`src/rtl/mips_mux_pkg.sv`:
```
// rtl/mips_mux_pkg.sv - shared constants and helpers for the mux_arb_pipe family
package mips_mux_pkg;

   localparam int MODE_SELECT = 0;
   localparam int MODE_RR     = 1;

   // Index width that never collapses to zero bits (a 1-channel mux still needs a 1-bit index).
   function automatic int clog2_min1(input int n);
      return (n > 1) ? $clog2(n) : 1;
   endfunction

endpackage

```
`src/rtl/rr_arbiter.sv`:
```
// rtl/rr_arbiter.sv - combinational round-robin arbiter with pointer look-ahead
//
// Ports:
//   req       in   CH    request vector
//   ptr       in   SELW  highest-priority index for this cycle
//   en        in   1     when low, nothing is granted
//   grant     out  CH    one-hot or zero grant
//   grant_idx out  SELW  index of the granted request (0 when none)
//   next_ptr  out  SELW  (grant_idx + 1) mod CH, or ptr when nothing is granted
module rr_arbiter
   import mips_mux_pkg::*;
#(
   parameter int CH   = 4,
   parameter int SELW = clog2_min1(CH)
) (
   input  logic [CH-1:0]   req,
   input  logic [SELW-1:0] ptr,
   input  logic            en,
   output logic [CH-1:0]   grant,
   output logic [SELW-1:0] grant_idx,
   output logic [SELW-1:0] next_ptr
);

   int   idx;
   logic found;

   // Walk the channels starting at ptr; the first requester wins.
   always_comb begin
      grant     = '0;
      grant_idx = '0;
      next_ptr  = ptr;
      found     = 1'b0;
      idx       = 0;
      for (int k = 0; k < CH; k++) begin
         idx = (int'(ptr) + k) % CH;
         if (en && !found && req[idx]) begin
            found      = 1'b1;
            grant[idx] = 1'b1;
            grant_idx  = SELW'(idx);
            next_ptr   = SELW'((idx + 1) % CH);
         end
      end
   end

endmodule

```
`src/rtl/mux_arb_pipe.sv`:
```
// rtl/mux_arb_pipe.sv - CH-input N-bit mux with valid/ready and one registered output stage
//
// Ports:
//   clk        in   1      clock
//   rst_n      in   1      synchronous active-low reset
//   in_data    in   CH*N   packed channel data, channel i at [i*N +: N]
//   in_valid   in   CH     per-channel valid
//   in_ready   out  CH     per-channel ready (combinational)
//   sel        in   SELW   channel select (SELECT mode only)
//   out_data   out  N      registered data
//   out_ch     out  SELW   channel that supplied out_data
//   out_valid  out  1      registered valid
//   out_ready  in   1      downstream ready
module mux_arb_pipe
   import mips_mux_pkg::*;
#(
   parameter  int N    = 32,
   parameter  int CH   = 4,
   parameter  int MODE = 0,
   localparam int SELW = clog2_min1(CH)
) (
   input  logic            clk,
   input  logic            rst_n,
   input  logic [CH*N-1:0] in_data,
   input  logic [CH-1:0]   in_valid,
   output logic [CH-1:0]   in_ready,
   input  logic [SELW-1:0] sel,
   output logic [N-1:0]    out_data,
   output logic [SELW-1:0] out_ch,
   output logic            out_valid,
   input  logic            out_ready
);

   logic            load;
   logic            fire;
   logic [CH-1:0]   grant;
   logic [SELW-1:0] gidx;
   logic [N-1:0]    mux_data;

   // The output register can take a word when it is empty or being drained this cycle.
   assign load     = ~out_valid | out_ready;
   assign in_ready = rst_n ? (grant & {CH{load}}) : '0;
   assign fire     = |(in_valid & in_ready);

   generate
      if (MODE == MODE_RR) begin : g_rr
         logic [SELW-1:0] rr_ptr;
         logic [SELW-1:0] next_ptr;
         logic [SELW-1:0] arb_idx;

         rr_arbiter #(.CH(CH), .SELW(SELW)) u_arb (
            .req       (in_valid),
            .ptr       (rr_ptr),
            .en        (load),
            .grant     (grant),
            .grant_idx (arb_idx),
            .next_ptr  (next_ptr)
         );

         assign gidx = arb_idx;

         // Pointer moves only on an accepted word, so stalls keep the fairness order.
         always_ff @(posedge clk) begin
            if (!rst_n) begin
               rr_ptr <= '0;
            end else if (fire) begin
               rr_ptr <= next_ptr;
            end
         end
      end else if (CH == 1) begin : g_single
         assign grant = in_valid;
         assign gidx  = '0;
      end else begin : g_sel
         // An out-of-range sel matches no channel and therefore grants nothing.
         for (genvar i = 0; i < CH; i++) begin : g_cmp
            assign grant[i] = (sel == SELW'(i)) & in_valid[i];
         end
         assign gidx = sel;
      end
   endgenerate

   // AND-OR mux keyed by the one-hot grant; avoids indexing with an out-of-range sel.
   always_comb begin
      mux_data = '0;
      for (int i = 0; i < CH; i++) begin
         if (grant[i]) begin
            mux_data = mux_data | in_data[i*N +: N];
         end
      end
   end

   always_ff @(posedge clk) begin
      if (!rst_n) begin
         out_valid <= 1'b0;
         out_data  <= '0;
         out_ch    <= '0;
      end else if (load) begin
         out_valid <= fire;
         if (fire) begin
            out_data <= mux_data;
            out_ch   <= gidx;
         end
      end
   end

endmodule
```
`config.mk`:
```
export PLATFORM = sky130hd
export DESIGN_NAME = mux_arb_pipe
export DESIGN_NICKNAME = d
export VERILOG_FILES = /design/src/rtl/mips_mux_pkg.sv /design/src/rtl/rr_arbiter.sv /design/src/rtl/mux_arb_pipe.sv
export SDC_FILE = /design/constraint.sdc
export NUM_CORES = 1
export LEC_CHECK = 0
export CAP_MARGIN = 20
export CORE_MARGIN = 4
export CORE_UTILIZATION = 28
export CTS_CLUSTER_DIAMETER = 30
export DETAILED_ROUTE_END_ITERATION = 8
export PLACE_DENSITY = 0.77
export SYNTH_ARGS = -nofsm -noshare
export SYNTH_HDL_FRONTEND = slang
export SYNTH_SLANG_ARGS = --single-unit
export TNS_END_PERCENT = 1
```
`constraint.sdc`:
```
create_clock -name clk -period 2 [get_ports clk]
set_input_delay 0.5 -clock clk [delete_from_list [all_inputs] [get_ports clk]]
set_output_delay 0.5 -clock clk [all_outputs]
set_load 0.01 [all_outputs]
```
==> metrics.txt <==
status=complete, but fails checks; violated checks=setup timing; syn nets=348; Setup Viol. Count Final=25; Area contributors post-synth=dfxtp_1, a22oi_1, o211a_1; Crit Path Class=in -> reg; post-route cell area=3934 sq um; Worst R2R End=out_ch[0]; starting density of the core=29.03%; Hold Crit Depth=1; cell count after synthesis=211; n_diodes=0; max-slew violation count=0; IR drop worst, VDD=0.2667 mV; CP max FO=33; GP Congestion=0.7664; die area=8493 sq um; Area Growth Syn to Fin=98.36%; Iter 0 DRT Violations=between 90 and 100; slowest cell on the critical path=mux4_2; Max Cap Viol=0; Worst Tran Pin Value=397.7 ps; most common cell after layout, fill and taps aside=clkdlybuf4s50_1; drt pass-1 iters=4; final hold vios=0; worst clock skew=~3.1 ps; setup bufs post-CTS=0; core area=between 6000 and 7000 sq um; global-route wire length before repair=12,570 um; crit path DAT=approximately 2200 ps; Peak Freq=496.5 MHz; Worst R2R Start=out_valid; CP top delay family=buffers and inverters; setup TNS=-159.1 ps; drt wl/cell=17.09 um; IO Port Bufs=175; H-Tree Depth=2; Fin Hold WS=498.6 ps; Synth top area share=35.33%; CP Capture Type=flip-flop; Mean Syn Cell Area=9.399 sq um; worst reg2reg path depth=6; final worst path period need=around 2000 ps; initial antenna violation count=0; Total GRT Usage=18.35%; # DRC=0; Final Cycle Share=100.7%; vias in the first global route=2,543; die width=92.16 um; number of synthesized flops with an enable pin=0; crit path buf inv count=3; synthesized cell area=1983 sq um; final wirelength=approximately 8000 um; total number of vias=2,513; worst-path cell chain=clkdlybuf4s50_1 -> buf_4 -> mux4_2 -> and3_4 -> buf_12 -> o211a_1; Die Ht=92.16 um; root buf cell=clkbuf_8; clock transition at the registers of the reported paths=~70 ps; placed instance count=467; Slew headroom=about three quarters; Yosys cell types=18; Power Density=540.0 nW/um^2; Pleak=1.723 nW; Total Power=~2.1 mW; cts bufs inserted=5; R2R setup slack=690 ps; nets=just over 500; Top FF cell, synth=dfxtp_1; non-filler instance count after layout=475; worst setup margin=-14.13 ps; Top Ports=176; vias per std cell=between 5 and 6; Seq/Total Area, Yosys=35.33%; Bufs on Longest Clock Path=2; Seq cells post-synth=35; Placement Cell Area=3827 sq um; hold endpoint=out_data[16]; WP data required=2170 ps; ys async rst share=0%; share of cells above drive strength 1=7.652%; CTS tree=built; most frequent cells in the layout=clkdlybuf4s50_1, a22oi_1, dfxtp_1; total gr overflow=0; delay of the slowest critical-path stage=480 ps; hold_sp=out_data[16]; clock latency at the later pin of the worst-skew pair=roughly 280 ps; Sink Count=35; largest net degree at the start of global routing=34; post-synth top area cell=dfxtp_1; dpl hpwl=6125 um; hold crit path type=reg -> reg; Routed Antenna Nets=0; Synth Warn #=0; # rows=30; Critical Path Start Type=primary input
==> per-stage QoR <==
step                      worst slack [ps]  utilization (%)
after global routing                -37.13            57.58
after CTS                           -42.87            57.58
after detailed placement            -513.6            56.03
final                               -14.13            57.58
after floorplan                    -0.6192                -
after global placement              -502.1            56.03
==> cells in the mapped netlist, types with 2 or more instances <==
master    count
a22oi_1      64
and3_1        5
and3b_1       2
buf_6         7
clkbuf_1     20
dfxtp_1      35
mux2i_1       3
nand3_1      32
nor2b_1       2
o211a_1      32
o21ai_0       2
==> cell families (layout without fill, tap and decap cells) <==
logic type | Yosys count | count (layout) | share of synthesized area, %
compound gates | 100 | 100 | 41.64
simple gates | 45 | 45 | 12.62
flops | 35 | 35 | 35.33
buf+inv | 27 | 195 | 7.760
mux | 4 | 4 | 2.650
==> area by class of cell <==
cell class / instances / area (sq um)
fill: 638 / 2898
multi-input combinational: 149 / 1152
timing repair buffer: 187 / 1843
tap: 96 / 120.1
sequential: 35 / 700.7
clock inverter: 2 / 35.03
clock buffer: 6 / 82.58
==> sequential cells by signal, indices dropped and copies added (netlist names) <==
| register | count |
|---|---|
| out_ch | 2 |
| out_data | 32 |
| out_valid | 1 |
==> where the power goes <==
group / total (mW) / switching [mW] / internal (mW) / leakage, nW
Combinational: 0.687 / 0.241 / 0.447 / 1.37
Sequential: 0.788 / 0.0306 / 0.757 / 0.288
Clock: 0.649 / 0.246 / 0.403 / 0.0612
Total: 2.12 / 0.517 / 1.61 / 1.72
==> worst max path at each step <==
stage | to | slack [ps] | startpoint | depth (start not counted)
after floorplan | in_ready[2] | -0.6 | sel[0] | 5
after global placement | out_data[28] | -500 | sel[0] | 6
after detailed placement | out_data[19] | -510 | sel[0] | 6
after CTS | in_ready[3] | -40 | in_valid[3] | 4
after global routing | out_data[10] | -40 | in_valid[3] | 7
final | out_data[19] | -10 | in_valid[3] | 6
==> per-layer routing <==
| metal | wire length, um | vias to the layer above | global-route usage (%) |
|---|---|---|---|
| met5 | 0 | - | 0 |
| met4 | 161 | 0 | 5.322 |
| met3 | 806 | 15 | 7.055 |
| met2 | 4042 | 115 | 33.52 |
| met1 | 3107 | 1192 | 19.46 |
| li1 | - | 1191 | - |
==> repair_timing <==
| action | in CTS | in global routing |
|---|---|---|
| endpoints found under the hold margin | 0 | 0 |
| gates resized for setup | 20 | 3 |
| setup endpoints to repair | 37 | 2 |
| hold buffers | 0 | 0 |
==> worst register-to-register path, cell delays in order (launching register included) <==
cell and delay, ps:
dfxtp_1 350, nand2b_4 100, buf_4 100, and3_4 210, buf_12 190, mux2i_1 200, nor2b_1 60
(Power assumes the default switching activity.)
==> RTL change 1 (same settings) <==
`CH` is set to 4 in 2 places; all go to 2.
--- a/src/rtl/rr_arbiter.sv
+++ b/src/rtl/rr_arbiter.sv
@@ -12,3 +12,3 @@
 #(
-   parameter int CH   = 4,
+   parameter int CH   = 2,
    parameter int SELW = clog2_min1(CH)
--- a/src/rtl/mux_arb_pipe.sv
+++ b/src/rtl/mux_arb_pipe.sv
@@ -17,3 +17,3 @@
    parameter  int N    = 32,
-   parameter  int CH   = 4,
+   parameter  int CH   = 2,
    parameter  int MODE = 0,
Interface: changed (5 resized); port bits go from 176 to 106. No check against the original RTL was run, so the function may have changed too.
==> RTL change 1 against the unedited design <==
Final area fell by 19%; die area rose by 1.5%; routed wire length fell by 20%; largest cell class unchanged; total power fell by 14%; sequential cell count fell by 1; synthesized area rose by 1.7%; setup slack improved by 0.16 ns; clock power fell by 20%; critical endpoint is now out_data[5]$_SDFFE_PN0P_.
==> RTL change 1: results (changes against the unedited design) <==
- Status: finished clean
- Rel. slew slack: 59.5% (-14 points)
- Layout Skew: 0.00269 ns (-0.000441 ns)
- WL met1: 2630 um (-15%)
- Largest net degree at the start of global routing: 68 (+100%)
- Synth top area cells: dfxtp_1, o311a_1, a31o_1
- Fin cells: 428 (-9.9%)
- HP Class: in -> reg
- Post-DP HPWL: 4560 um (-26%)
- Power Total: 1.83 mW (-14%)
- CP max FO: 32 (-3.0%)
- Crit path largest cell delay: 0.51 ns (+0.03 ns)
- Antenna diode count: 0 (unchanged)
- Met2 WL: 3290 um (-19%)
- Hold EP: out_ch$_SDFFE_PN0P_
- Maximum VDD drop: 0.000275 V (+2.9%)
- Met1 usage in global routing: 17.0% (-2.4 points)
- Post-synth top cells: dfxtp_1, nand3_1, a31o_1, nand2_1, o311a_1
- Power Internal: 1.32 mW (-18%)
- Reg2reg path depth: 4 (-2)
- Per-cell routed wire length: 15.2 um (-11%)
- NumNets Final: 401 (-22%)
- Sequential power: 745 uW (-5.5%)
- Met3 wire len: 548 um (-32%)
- Synth Area in Compound Gates: 38.8% (-2.8 points)
- Placed cells: 420 (-10%)
- Synthesized netlist net count: 314 (-9.8%)
- Gr usage total: 14.8% (-3.6 points)
- Gpl congestion: 0.761 (-0.69%)
- Cell Area, Placed: 0.00311 mm^2 (-19%)
- Share of cells above drive strength 1: 8.13% (+0.48 points)
- FF-to-FF End: out_data[5]$_SDFFE_PN0P_
- Hold path start: sel
- First-pass GRT wire length: 10300 um (-18%)
- Syn Inst Count: 244 (+16%)
- Regs by FF count: out_data x32, out_ch x1, out_valid x1
- Vias in the first global route: 2087 (-18%)
- CP Launch Point: in_valid[1]
- Met3 usage: 5.04% (-2.0 points)
- Initial drt markers: 62 (-36%)
- Crit path to: out_data[5]$_SDFFE_PN0P_
- Combinational Power Share: 30.6% (-1.8 points)
[RTL change 1: changes by cell type in the layout (fill, tap and decap cells not counted), sizes merged, moves of 32 or more]
cell | unedited run | this run
a22oi | 64 | 0
a31o | 0 | 32
clkdlybuf4s50 | 167 | 100
nand2 | 0 | 32
o211a | 32 | 0
o311a | 0 | 32
[RTL change 1: per-stage QoR]
step / setup TNS (ns) / hold slack (ns) / worst slack (ns)
after floorplan: 0 / 0.619 / 0.162
after global placement: -4.92 / 0.563 / -0.376
after detailed placement: -5.52 / 0.572 / -0.369
after CTS: 0 / 0.535 / 0.0657
after global routing: 0 / 0.541 / 0.0630
final: 0 / 0.535 / 0.147
[RTL change 1: area by class of cell]
type	instances	area, um^2
well taps	96	120
flip-flops and latches	34	681
fillers	687	3700
inverters	1	3.75
clock inverters	1	5.00
repair buffers	117	1160
multi-input cells	172	1150
clock buffers	7	86.3
[RTL change 1: repair_timing]
action,in CTS,in global routing
gates resized for setup,9,1
setup endpoints to repair,2,1
pin swaps,0,1
==> RTL change 2 (same flow settings) <==
Made on the original files. Reset style: asynchronous (`rst_n`), changed in 2 clocked blocks. Comments in the files are not updated.
--- a/src/rtl/mux_arb_pipe.sv
+++ b/src/rtl/mux_arb_pipe.sv
@@ -62,3 +62,3 @@
          // Pointer moves only on an accepted word, so stalls keep the fairness order.
-         always_ff @(posedge clk) begin
+         always_ff @(posedge clk or negedge rst_n) begin
             if (!rst_n) begin
@@ -91,3 +91,3 @@
 
-   always_ff @(posedge clk) begin
+   always_ff @(posedge clk or negedge rst_n) begin
       if (!rst_n) begin
Behaviour: differs if rst_n is asserted again (counterexample within 4 cycles, from zero or initial values and one cycle with rst_n low); with rst_n held inactive, the same outputs for 10 cycles.
==> RTL change 2 against the unedited design <==
Final area increased by 28%; total power increased by 34%; synthesized area increased by 53%; routed wire length increased by 34%; sequential share of layout area decreased by 0.47 points; sequential cell count unchanged; sequential power increased by 20%; setup slack improved by 0.16 ns; clock power increased by 2%.
==> RTL change 2: results (changes against the unedited design) <==
- Cell Area, Placed: 0.00490 mm^2 (+28%)
- Initial antenna violation count: 1 (+1)
- Synth top area cells: dfrtp_1, nand4b_1, mux2_4
- FF-to-FF End: out_data[9]$_DFFE_PN0P_
- Met2 WL: 5410 um (+34%)
- HP Class: in -> async
- Vias per cell: 5.56 (+5.1%)
- Post-DP HPWL: 8060 um (+32%)
- Gr usage total: 16.2% (-2.1 points)
- Fill cell count: 986 (+55%)
- CP max stage cell: clkdlybuf4s15_1
- Initial drt markers: 233 (+140%)
- Met1 usage in global routing: 19.4% (-0.026 points)
- Routed vias: 3258 (+30%)
- Gpl congestion: 0.822 (+7.3%)
- Met3 usage: 4.53% (-2.5 points)
- Synth Area in Compound Gates: 0.578% (-41 points)
- Final WL: 10900 um (+34%)
- Clock Tree Root: clkbuf_8
- Mux cell area share after synthesis: 16.7% (+14 points)
- Primary FF master, synth: dfrtp_1
- Synthesized netlist net count: 428 (+23%)
- NumNets Final: 585 (+14%)
- CP Launch Point: out_ready
- Yosys cell types: 23 (+5)
- Largest net degree at the start of global routing: 76 (+120%)
- Synthesized area per cell: 10.4 um^2 (+11%)
- Crit path largest cell delay: 0.26 ns (-0.22 ns)
- Post-synth top cells: nand4_1, nand4b_1, clkbuf_1
- Reg2Reg Launch Point: out_valid$_DFFE_PN0N_
- Status: finished clean
- PnR worst setup slack: 0.146 ns (+0.160 ns)
- CP max FO: 3 (-91%)
- Seq/Total Area, Yosys: 28.9% (-6.4 points)
- Reg-to-reg setup timing slack: 0.51 ns (-0.18 ns)
- Critical Path AT: 1.35 ns (-0.84 ns)
- Layout Skew: 0.00230 ns (-0.000831 ns)
- DP Worst Slack: -0.549 ns (-0.0350 ns)
- Worst hold slack: 0.158 ns (-0.340 ns)
- First-pass GRT wire length: 16900 um (+34%)
- Crit path to: in_ready[3]
- WL met1: 4400 um (+41%)
- Share of cells above drive strength 1: 17.1% (+9.5 points)
- Leak: 2.03 nW (+18%)
- Rel. slew slack: 61.9% (-12 points)
-- RTL change 2: changes by cell type after synthesis, sizes merged, moves of 33 or more --
| cell | change |
|---|---|
| dfrtp | +35 |
| mux2 | +33 |
| a22oi | -64 |
| nand4 | +64 |
| dfxtp | -35 |
| nand4b | +64 |
-- RTL change 2: timing repair --
action | 4_1_cts | 5_1_grt
gates resized for setup | 23 | 2
setup endpoints to repair | 9 | 22
pin swaps | 2 | 0
buffers inserted | 2 | 0
-- RTL change 2: final cells by class --
| class | count | area (um^2) | area share [%] |
|---|---|---|---|
| tap | 136 | 170 | 3.37 |
| sequential | 35 | 876 | 17.3 |
| antenna | 1 | 2.50 | 0.0496 |
| timing repair buffer | 197 | 1930 | 38.2 |
| clock buffer | 6 | 82.6 | 1.64 |
| multi-input combinational | 209 | 1950 | 38.7 |
| clock inverter | 2 | 35.0 | 0.694 |
-- RTL change 2: power by group --
group	switching [mW]	internal (mW)
combinational	0.447	0.799
sequential	0.0881	0.858
clock	0.257	0.403
total	0.792	2.06
